===== config.mk =====
export PLATFORM = sky130hd
export DESIGN_NAME = col_data_distributor_flat
export DESIGN_NICKNAME = d
export VERILOG_FILES = /design/src/rtl/col_data_distributor_pkg.sv /design/src/rtl/col_data_distributor_if.sv /design/src/rtl/col_data_distributor_idx_counter.sv /design/src/rtl/col_data_distributor.sv /design/src/flat_wrapper.sv
export SDC_FILE = /design/constraint.sdc
export NUM_CORES = 1
export LEC_CHECK = 0
export BUFFER_PORTS_ARGS = -buffer_cell sky130_fd_sc_hd__buf_2
export CORE_MARGIN = 8
export CORE_UTILIZATION = 50
export CTS_BUF_LIST = sky130_fd_sc_hd__clkbuf_4
export CTS_CLUSTER_DIAMETER = 120
export DETAILED_ROUTE_END_ITERATION = 6
export PLACE_DENSITY = 0.89
export SLEW_MARGIN = 40
export SYNTH_ARGS = -nofsm -noshare
export SYNTH_HDL_FRONTEND = slang
export SYNTH_HIERARCHICAL = 1
export SYNTH_SLANG_ARGS = --single-unit

===== constraint.sdc =====
create_clock -name i_clk -period 2.6 [get_ports i_clk]
set_clock_uncertainty 0.05 [all_clocks]
set_input_delay 0.26 -clock i_clk [delete_from_list [all_inputs] [get_ports i_clk]]
set_output_delay 0.26 -clock i_clk [all_outputs]
set_load 0.01 [all_outputs]

===== src/rtl/col_data_distributor_pkg.sv =====
// Shared types for the column write distributor: element width, FSM states, counter width helper.
package col_pkg;

    localparam int DATA_W = 9;

    typedef enum logic [1:0] {
        IDLE = 2'd0,
        FILL = 2'd1,
        DONE = 2'd2
    } state_t;

    // A counter over n values never collapses below one bit, so COL=1/ROWS=1 still elaborate.
    function automatic int cnt_w(input int n);
        return (n > 1) ? $clog2(n) : 1;
    endfunction

endpackage


===== src/rtl/col_data_distributor_if.sv =====
// Stream-in / column-FIFO-out bundle of the distributor; o_stall_cnt exists only with COL_DIST_STATS_EN.
// Slave is the distributor, master is the side that sources elements and owns the FIFO full flags.
interface col_data_distributor_if #(
    parameter int COL = 3
);
    import col_pkg::*;

    logic [DATA_W-1:0] i_data;
    logic              i_valid;
    logic              o_ready;
    logic [COL-1:0]    i_fifo_full;
    logic [DATA_W-1:0] o_data;
    logic [COL-1:0]    o_write_enable;
    logic              o_busy;
    logic              o_done;
`ifdef COL_DIST_STATS_EN
    logic [15:0]       o_stall_cnt;
`endif

    modport slave (
        input  i_data, i_valid, i_fifo_full,
        output o_ready, o_data, o_write_enable, o_busy, o_done
`ifdef COL_DIST_STATS_EN
        , output o_stall_cnt
`endif
    );

    modport master (
        output i_data, i_valid, i_fifo_full,
        input  o_ready, o_data, o_write_enable, o_busy, o_done
`ifdef COL_DIST_STATS_EN
        , input o_stall_cnt
`endif
    );

endinterface


===== src/rtl/col_data_distributor_idx_counter.sv =====
// Wrap counter 0..wrap_at advancing on en; wrap is a same-cycle pulse when en lands on wrap_at.
// Registered index, combinational wrap; holds whenever en is low.
module col_idx_counter #(
    parameter int W = 2
) (
    input  logic         clk,
    input  logic         rst_n,
    input  logic         en,
    input  logic [W-1:0] wrap_at,
    output logic [W-1:0] idx,
    output logic         wrap
);

    assign wrap = en && (idx == wrap_at);

    always_ff @(posedge clk) begin
        if (!rst_n) begin
            idx <= '0;
        end else if (en) begin
            idx <= wrap ? '0 : idx + W'(1);
        end
    end

endmodule


===== src/rtl/col_data_distributor.sv =====
// Scatters one element stream round-robin into COL column FIFOs, ROWS rows per frame; 1-cycle write latency.
// Stalls upstream (o_ready low) while the target column FIFO is full; COL_DIST_STATS_EN adds a stall counter.
module col_data_distributor
    import col_pkg::*;
#(
    parameter int COL  = 3,
    parameter int ROWS = 3
) (
    input  logic                 i_clk,
    input  logic                 i_rst_n,
    col_data_distributor_if.slave bus
);

    localparam int CW = cnt_w(COL);
    localparam int RW = cnt_w(ROWS);
    localparam logic [CW-1:0] COL_LAST = CW'(COL - 1);
    localparam logic [RW-1:0] ROW_LAST = RW'(ROWS - 1);

    state_t          state;
    state_t          state_nxt;
    logic            accept;
    logic            col_wrap;
    logic            row_wrap;
    logic [CW-1:0]   col_idx;
    logic [RW-1:0]   row_idx;

    assign bus.o_ready = (state == FILL) && !bus.i_fifo_full[col_idx];
    assign accept      = bus.i_valid && bus.o_ready;
    assign bus.o_busy  = (state == FILL);
    assign bus.o_done  = (state == DONE);

    col_idx_counter #(.W(CW)) u_col_cnt (
        .clk     (i_clk),
        .rst_n   (i_rst_n),
        .en      (accept),
        .wrap_at (COL_LAST),
        .idx     (col_idx),
        .wrap    (col_wrap)
    );

    // Row index advances on the column wrap, so the pair walks the frame in row-major order.
    col_idx_counter #(.W(RW)) u_row_cnt (
        .clk     (i_clk),
        .rst_n   (i_rst_n),
        .en      (col_wrap),
        .wrap_at (ROW_LAST),
        .idx     (row_idx),
        .wrap    (row_wrap)
    );

    always_ff @(posedge i_clk) begin
        if (!i_rst_n) begin
            state <= IDLE;
        end else begin
            state <= state_nxt;
        end
    end

    always_comb begin
        state_nxt = state;
        case (state)
            IDLE:    if (bus.i_valid) state_nxt = FILL;
            FILL:    if (row_wrap)    state_nxt = DONE;
            DONE:    state_nxt = IDLE;
            default: state_nxt = IDLE;
        endcase
    end

    always_ff @(posedge i_clk) begin
        if (!i_rst_n) begin
            bus.o_data         <= '0;
            bus.o_write_enable <= '0;
        end else begin
            bus.o_write_enable <= accept ? (COL'(1) << col_idx) : '0;
            if (accept) begin
                bus.o_data <= bus.i_data;
            end
        end
    end

    frame_end_chk: assert property (@(posedge i_clk) disable iff (!i_rst_n)
        row_wrap |-> (row_idx == ROW_LAST));

`ifdef COL_DIST_STATS_EN
    logic [15:0] stall_cnt;

    always_ff @(posedge i_clk) begin
        if (!i_rst_n) begin
            stall_cnt <= '0;
        end else if ((state == IDLE) && (state_nxt == FILL)) begin
            stall_cnt <= '0;
        end else if ((state == FILL) && bus.i_valid && bus.i_fifo_full[col_idx]
                     && (stall_cnt != 16'hFFFF)) begin
            stall_cnt <= stall_cnt + 16'd1;
        end
    end

    assign bus.o_stall_cnt = stall_cnt;
`endif

endmodule


===== src/flat_wrapper.sv =====
// flat-port wrapper written by rule: the top's interface ports become plain ports
module col_data_distributor_flat import col_pkg::*;
#(
    parameter int COL  = 3,
    parameter int ROWS = 3
)
  (i_clk, i_rst_n, bus_i_data, bus_i_valid, bus_i_fifo_full, bus_o_ready, bus_o_data, bus_o_write_enable, bus_o_busy, bus_o_done);
  col_data_distributor_if #(.COL(COL)) bus_i ();
  input  logic i_clk;
  input  logic i_rst_n;
  input wire logic [$bits(bus_i.i_data)-1:0] bus_i_data;
  input wire logic [$bits(bus_i.i_valid)-1:0] bus_i_valid;
  input wire logic [$bits(bus_i.i_fifo_full)-1:0] bus_i_fifo_full;
  output wire logic [$bits(bus_i.o_ready)-1:0] bus_o_ready;
  output wire logic [$bits(bus_i.o_data)-1:0] bus_o_data;
  output wire logic [$bits(bus_i.o_write_enable)-1:0] bus_o_write_enable;
  output wire logic [$bits(bus_i.o_busy)-1:0] bus_o_busy;
  output wire logic [$bits(bus_i.o_done)-1:0] bus_o_done;
  assign bus_i.i_data = bus_i_data;
  assign bus_i.i_valid = bus_i_valid;
  assign bus_i.i_fifo_full = bus_i_fifo_full;
  assign bus_o_ready = bus_i.o_ready;
  assign bus_o_data = bus_i.o_data;
  assign bus_o_write_enable = bus_i.o_write_enable;
  assign bus_o_busy = bus_i.o_busy;
  assign bus_o_done = bus_i.o_done;
  col_data_distributor #(.COL(COL), .ROWS(ROWS)) u_core (.i_clk(i_clk), .i_rst_n(i_rst_n), .bus(bus_i));
endmodule

==> metrics, run 1 <==
outcome=finished clean; CTS tree=yes; antenna violations before repair=0; most common cell after layout, fill and taps aside=buf_2; worst path arrival time=2180 ps; Hold Buf Count CTS=0; register area share after synthesis=44.1%; Critical Path RT=2720 ps; total vias in the final route=702; post-synthesis cell count=88; period utilization=79.2%; Worst-path clk slew=100 ps; Synth Register Bits=18; Peak supply drop=330 uV; reg-to-reg slack, setup=540 ps; Synth Warn #=6; Die Area=0.00318 mm2; number of antenna diodes=0; P_leak=0.502 nW; Worst setup EP type=register; Fin. Hold Viols=0; CP Max Fanout=14; pwr dens=470 mW/mm2; largest net degree at the start of global routing=28; final cell count without fillers=142; Tmin final=2060 ps; gr usage total=11.2%; routability-driven placement congestion ratio=0.772; FP Rows=14; Final Setup Violations=0; Slew Limit Fails=0; vias in the first global route=721; Die H=56.4 um; vias per inst=4.94; DR iter-0 viols=4; Core Region=0.00152 mm2; first-pass GRT wire length=3040 um; average wire per cell in the routed design=11.8 um; layout cells sized above 1=31.0%; post_cts resized=0; # placed instances=139; unrepaired setup endpoints after global routing=no; initial core utilization=53.6%; Pre-Repair DR Iteration Count=4; Fmax=486 MHz; crit start category=register; port bufs=29; Crit Path Class=reg -> reg; Final #Nets=143; mean post-synth cell area=9.28 um2; Fillers=126; most frequent cells in the layout=buf_2 (29), nand2_1 (20), dfxtp_1 (18); postcts setup bufs=0; Final ANT Viol Nets=0; distinct cell type count after synthesis=23; Syn Std Cell Area=817 um2; Area growth syn-to-layout=25.7%; max-cap violations=0; # DRC=0; CTS buffer count=3; grt total ovfl=0; Post-Route WL=1680 um; # H-tree levels=1; HPWL Detailed=1250 um; setup TNS=0 ps; Clock Path Buffers=2; Die W=56.4 um; Hold WC Path Type=in -> reg; clock sinks=18; worst skew pair latency=290 ps; clock root buffer=clkbuf_4; IO Pins=30
[cells by family (layout without fill, tap and decap cells)]
group	Yosys count	count (layout)	share of synthesized area, %
AND/OR/NAND/NOR	33	33	20.5
flip-flops	18	18	44.1
AO/OA/AOI/OAI	13	13	13.9
multiplexers	10	10	12.3
buffers and inverters	8	38	3.98
XOR/XNOR	4	4	4.29
other	2	10	0.919
[metal layers]
metal  GRT usage [%]  routed length (um)
met5               0                   0
met4            5.84                  16
met3            5.17                 140
met2            17.6                 722
met1            12.4                 798
[worst max-delay path, stage by stage, from the launching register on]
cell and delay (ps):
dfxtp_1 520, mux2i_1 160, o2111ai_2 270, inv_4 150, and3_1 220, and3_1 170
a2111oi_0 400
[Yosys cell counts, drive strengths merged]
cell type / count / area (um2)
a2111oi: 1 / 8.76
a21oi: 4 / 20.0
a31o: 2 / 17.5
and2b: 1 / 7.51
and3: 4 / 25.0
and4bb: 1 / 12.5
clkbuf: 2 / 7.51
conb: 2 / 7.51
dfxtp: 18 / 360
inv: 6 / 25.0
mux2i: 10 / 100
nand2: 20 / 75.1
nand3b: 3 / 22.5
nor2: 1 / 3.75
nor2b: 1 / 6.26
nor4: 1 / 6.26
nor4b: 1 / 8.76
o2111ai: 1 / 15.0
o211a: 3 / 30.0
o221a: 2 / 22.5
xnor2: 4 / 35.0
[where the power goes]
group	switching [mW]	internal, mW
logic	0.0315	0.0264
registers	0.00514	0.282
clock network	0.0831	0.0538
total	0.120	0.363
[stage by stage]
step / setup slack (ps) / hold slack (ps) / util [%] / cell area (um2) / power (mW)
2_1_floorplan: 795 / 352 / - / 847 / 0.328
3_3_place_gp: 693 / 388 / 65.9 / 1000 / 0.350
3_5_place_dp: 527 / 396 / 65.9 / 1000 / 0.351
4_1_cts: 518 / 146 / 67.4 / 1030 / 0.486
5_1_grt: 255 / 156 / 67.4 / 1030 / 0.502
6_report: 542 / 157 / 67.4 / 1030 / 0.482
[area by class of cell]
type | instances | area, um2 | area share [%]
multi-input combinational | 70 | 454 | 44.2
sequential | 18 | 360 | 35.1
timing repair buffer | 29 | 145 | 14.1
inverter | 6 | 25.0 | 2.44
clock buffer | 3 | 22.5 | 2.19
tap | 16 | 20.0 | 1.95
[sequential cells by signal, summed over array words and instances, names as in the netlist]
register,cells
u_core/u_col_cnt/idx,2
u_core/bus.o_write_enable,3
u_core/u_row_cnt/idx,2
u_core/state,2
u_core/bus.o_data,9
[worst paths after layout]
kind                                              from                                end  cells past startpoint
setup / recovery  u_core/u_col_cnt/idx[0]$_SDFFE_PN0P_       u_core/state[0]$_SDFFE_PN0P_                      6
hold / removal                           bus_i_data[0]  u_core/bus.o_data[0]$_SDFFE_PN0P_                      3
setup reg to reg  u_core/u_col_cnt/idx[0]$_SDFFE_PN0P_       u_core/state[0]$_SDFFE_PN0P_                      6
hold reg to reg      u_core/bus.o_data[0]$_SDFFE_PN0P_  u_core/bus.o_data[0]$_SDFFE_PN0P_                      2
Note: power is estimated with default switching activity, not from simulation.
==> inputs of run 2 (changes only) <==
==> constraint.sdc (replaced) <==
create_clock -name i_clk -period 1.9 [get_ports i_clk]
set_clock_uncertainty 0.05 [all_clocks]
set_input_delay 0.19 -clock i_clk [delete_from_list [all_inputs] [get_ports i_clk]]
set_output_delay 0.19 -clock i_clk [all_outputs]
set_load 0.01 [all_outputs]
==> run 2 against run 1 <==
Net effect:
- worst setup slack worse by 380 ps
- maximum frequency is 18% higher
- clock power is 36% higher
- utilization is 1.5 points higher
- highest routed layer is now met3
==> metrics, run 2 (synthesis results as in run 1) <==
outcome=finished clean; Hold WC Path Type=in -> reg; max-cap violations=0; Die W=56.4 um; Clock Path Buffers=2; CP Max Fanout=5; worst path arrival time=1860 ps; gr usage total=11.3%; most common cell after layout, fill and taps aside=buf_2; initial core utilization=53.6%; Worst-path clk slew=100 ps; vias per inst=5.03; Final Setup Violations=0; DR iter-0 viols=8; period utilization=91.6%; unrepaired setup endpoints after global routing=no; CTS tree=yes; # placed instances=141; Slew Limit Fails=0; CTS buffer count=3; Global Route met3 Usage=5.62%; Fin. Hold Viols=0; setup TNS=0 ps; total vias in the final route=729; P_leak=0.515 nW; max reg flops=9; average wire per cell in the routed design=12.2 um; Die H=56.4 um; HPWL Detailed=1380 um; Finished Cell Area=0.00105 mm2; switching share of total power=24.4%; # H-tree levels=1; placed inst area=0.00102 mm2; Final #Nets=145; final cell count without fillers=145; Tmin final=1740 ps; crit start category=register; Area growth syn-to-layout=28.5%; antenna violations before repair=0; # DRC=0; Worst setup EP type=register; Logic pwr share=12.8%; post_cts resized=0; worst skew pair latency=280 ps; postcts setup bufs=0; Core Region=0.00152 mm2; total net switching power=162 uW; Final ANT Viol Nets=0; grt met1 use=11.7%; clock sinks=18; clock root buffer=clkbuf_4; layout cells sized above 1=33.3%; port bufs=29; number of antenna diodes=0; vias in the first global route=764; Fmax=575 MHz; most frequent cells in the layout=buf_2 (29), nand2_1 (20), dfxtp_1 (16); Sequential Power Share=59.1%; Clock power frac=28.0%; FP Rows=14; Pre-Repair DR Iteration Count=4; routability-driven placement congestion ratio=0.784; Hold Buf Count CTS=0; IO Pins=30; Crit Path Class=reg -> reg; Die Area=0.00318 mm2; Largest Register=u_core/bus.o_data; P_int=501 uW; most used routing layer=met2; Critical Path RT=2020 ps; Tot Pwr=663 uW; largest net degree at the start of global routing=28; Post-Route WL=1760 um; Peak supply drop=408 uV; grt total ovfl=0; first-pass GRT wire length=3120 um; M2 GR Usage=19.1%; biggest regs=u_core/bus.o_data: 9 flops, u_core/bus.o_write_enable: 3 flops; pwr dens=632 mW/mm2
run 2: layer usage:
layer / vias up / share of wire, %
li1: 379 / -
met5: - / 0
met2: 22 / 49
met3: 0 / 8.8
met4: 0 / 0
met1: 328 / 42
run 2: final timing paths:
kind | start | depth (start not counted) | slack (ps) | endpoint
worst min register to register | u_core/state[1]$_SDFFE_PN0P_ | 1 | 400 | u_core/state[0]$_SDFFE_PN0P_
worst max-delay path | u_core/u_col_cnt/idx[0]$_SDFFE_PN0P_ | 6 | 160 | u_core/state[0]$_SDFFE_PN0P_
worst max register to register | u_core/u_col_cnt/idx[0]$_SDFFE_PN0P_ | 6 | 160 | u_core/state[0]$_SDFFE_PN0P_
worst min-delay path | bus_i_data[4] | 3 | 90 | u_core/bus.o_data[4]$_SDFFE_PN0P_
run 2: cell type report:
| class | instances | area, um2 |
|---|---|---|
| Inverter | 6 | 25.0 |
| Timing Repair Buffer | 31 | 160 |
| Tap cell | 16 | 20.0 |
| Clock buffer | 3 | 22.5 |
| Multi-Input combinational cell | 70 | 455 |
| Clock inverter | 1 | 3.75 |
| Sequential cell | 18 | 363 |
| Fill cell | 128 | 474 |
run 2: worst max-delay path, stage by stage, from the launching register on:
cell and delay (ps):
dfxtp_2 350, mux2i_1 160, o2111ai_2 310, inv_4 40, and3_1 190, and3_1 170
a2111oi_1 360
run 2: stage by stage:
step	hold slack [ps]	utilization [%]	worst slack, ps
final	86.8	68.9	159
after global routing	69.5	68.9	15.1
after CTS	74.5	68.6	82.5
after detailed placement	391	66.9	118
after global placement	379	66.9	241
after floorplan	282	-	95.0
run 2: power groups by stage:
stage               clock [mW]  combinational (mW)  sequential (mW)
floorplan                    0              0.0452            0.404
global placement             0              0.0811            0.400
detailed placement           0              0.0842            0.401
CTS                      0.198              0.0846            0.392
global route             0.214              0.0949            0.394
finish                   0.186              0.0852            0.392
==> inputs of run 3 (changes only) <==
==> constraint.sdc (replaced) <==
create_clock -name i_clk -period 1.8 [get_ports i_clk]
set_clock_uncertainty 0.05 [all_clocks]
set_input_delay 0.18 -clock i_clk [delete_from_list [all_inputs] [get_ports i_clk]]
set_output_delay 0.18 -clock i_clk [all_outputs]
set_load 0.01 [all_outputs]
==> run 3 against run 2 <==
Net effect:
- clock power is 12% higher
- routed wire length is 8.4% higher
- total power grew 7.5%
- utilization rose by 1.1 points
- hold slack got worse by 27 ps
- non-clock buffer count up 2
- via count is 2.5% higher
- sequential power increased by 5.9%
- global-route usage is 0.88 points higher
- first-iteration DRC count is 25% higher
==> metrics, run 3 (synthesis results as in run 1) <==
outcome=finished clean; Critical Path RT=1940 ps; clock root buffer=clkbuf_4; Post-Route WL=1910 um; Hold Buf Count CTS=0; Die H=56.4 um; Pre-Repair DR Iteration Count=3; clock sinks=18; Final WS setup=56.4 ps; worst path arrival time=1880 ps; IO Pins=30; Worst setup EP type=register; Final Setup Violations=0; Final #Nets=147; Worst-path clk slew=100 ps; Hold Crit Start=bus_i_data[2]; biggest regs=u_core/bus.o_data: 9 flops, u_core/bus.o_write_enable: 3 flops; worst skew pair latency=300 ps; worst hold slack=59.5 ps; Die W=56.4 um; Tmin final=1740 ps; total vias in the final route=747; # H-tree levels=1; vias in the first global route=775; average wire per cell in the routed design=13.0 um; period utilization=96.9%; pre-CTS setup slack=19.3 ps; # DRC=0; pwr dens=668 mW/mm2; vias per inst=5.08; FF-to-FF End=u_core/state[0]$_SDFFE_PN0P_; reg-to-reg slack, setup=60 ps; max reg flops=9; HPWL Detailed=1430 um; Peak supply drop=426 uV; Crit Path Class=reg -> reg; WHS Endpoint=u_core/bus.o_data[2]$_SDFFE_PN0P_; crit start category=register; Final ANT Viol Nets=0; max-cap violations=0; Fillers=116; initial core utilization=53.6%; placed inst area=0.00102 mm2; first-pass GRT wire length=3180 um; layout cells sized above 1=34.4%; Largest Register=u_core/bus.o_data; CTS buffer count=3; port bufs=29; # placed instances=141; Finished Cell Area=0.00107 mm2; CP Max Fanout=10; largest net degree at the start of global routing=28; setup TNS=0 ps; final cell count without fillers=147; gr usage total=12.2%; DR iter-0 viols=10; most frequent cells in the layout=buf_2 (29), nand2_1 (20), dfxtp_1 (16); FF-to-FF path depth=6; worst r2r src=u_core/u_col_cnt/idx[0]$_SDFFE_PN0P_; most common cell after layout, fill and taps aside=buf_2; Slew Limit Fails=0; FP Rows=14; number of antenna diodes=0; routability-driven placement congestion ratio=0.797; Area growth syn-to-layout=30.6%; antenna violations before repair=0; grt total ovfl=0; Clock Path Buffers=2; Fmax=574 MHz; Hold WC Path Type=in -> reg; critical path launch point=u_core/u_col_cnt/idx[0]$_SDFFE_PN0P_; P_leak=0.524 nW; Worst Hold Path Cells=3; CTS tree=yes; Die Area=0.00318 mm2; Core Region=0.00152 mm2; Fin. Hold Viols=0
==> run 3: repair_timing <==
item                                    CTS  global route
setup buffers                             1             1
pin swaps                                 1             1
gates cloned                              0             0
endpoints found under the setup margin    1             4
resized for setup                         1             2
==> run 3: cell type report <==
cell class | instances | area [um2] | share of cell area [%]
Clock buffer | 3 | 22.5 | 2.11
Clock inverter | 1 | 3.75 | 0.352
Inverter | 6 | 25.0 | 2.34
Multi-Input combinational cell | 70 | 455 | 42.7
Sequential cell | 18 | 365 | 34.2
Tap cell | 16 | 20.0 | 1.88
Timing Repair Buffer | 33 | 175 | 16.4
==> run 3: report_power, final <==
part | internal (mW) | total, mW | switching (mW)
registers | 0.407 | 0.415 | 0.00752
logic | 0.0417 | 0.0904 | 0.0487
clock network | 0.0809 | 0.208 | 0.127
total | 0.530 | 0.713 | 0.183
==> run 3: per-layer routing <==
| metal | wire [um] | vias to the layer above | share of wire (%) | GRT usage, % |
|---|---|---|---|---|
| met2 | 925 | 22 | 48 | 20.7 |
| met4 | 46 | 0 | 2.4 | 7.56 |
| met1 | 804 | 339 | 42 | 11.9 |
| met3 | 135 | 5 | 7.1 | 4.94 |
| met5 | 0 | - | 0 | 0 |
| li1 | - | 381 | - | - |
==> run 3: how the worst max path moves through the flow <==
stage	to
floorplan	u_core/state[0]$_SDFFE_PN0P_
global placement	u_core/state[0]$_SDFFE_PN0P_
detailed placement	u_core/state[0]$_SDFFE_PN0P_
CTS	u_core/state[0]$_SDFFE_PN0P_
global route	u_core/state[0]$_SDFFE_PN0P_
finish	u_core/state[0]$_SDFFE_PN0P_
==> run 3: per-stage QoR <==
stage	util, %	power, mW
after detailed placement	67.0	0.510
after global placement	67.0	0.507
after global routing	70.0	0.746
after floorplan	-	0.475
after CTS	69.4	0.717
final	70.0	0.713
==> run 3: worst max-delay path, stage by stage, from the launching register on <==
cell and delay (ps):
dfxtp_4 390, mux2i_1 160, o2111ai_2 280, inv_4 40, and3_1 190, and3_1 170
a2111oi_1 360
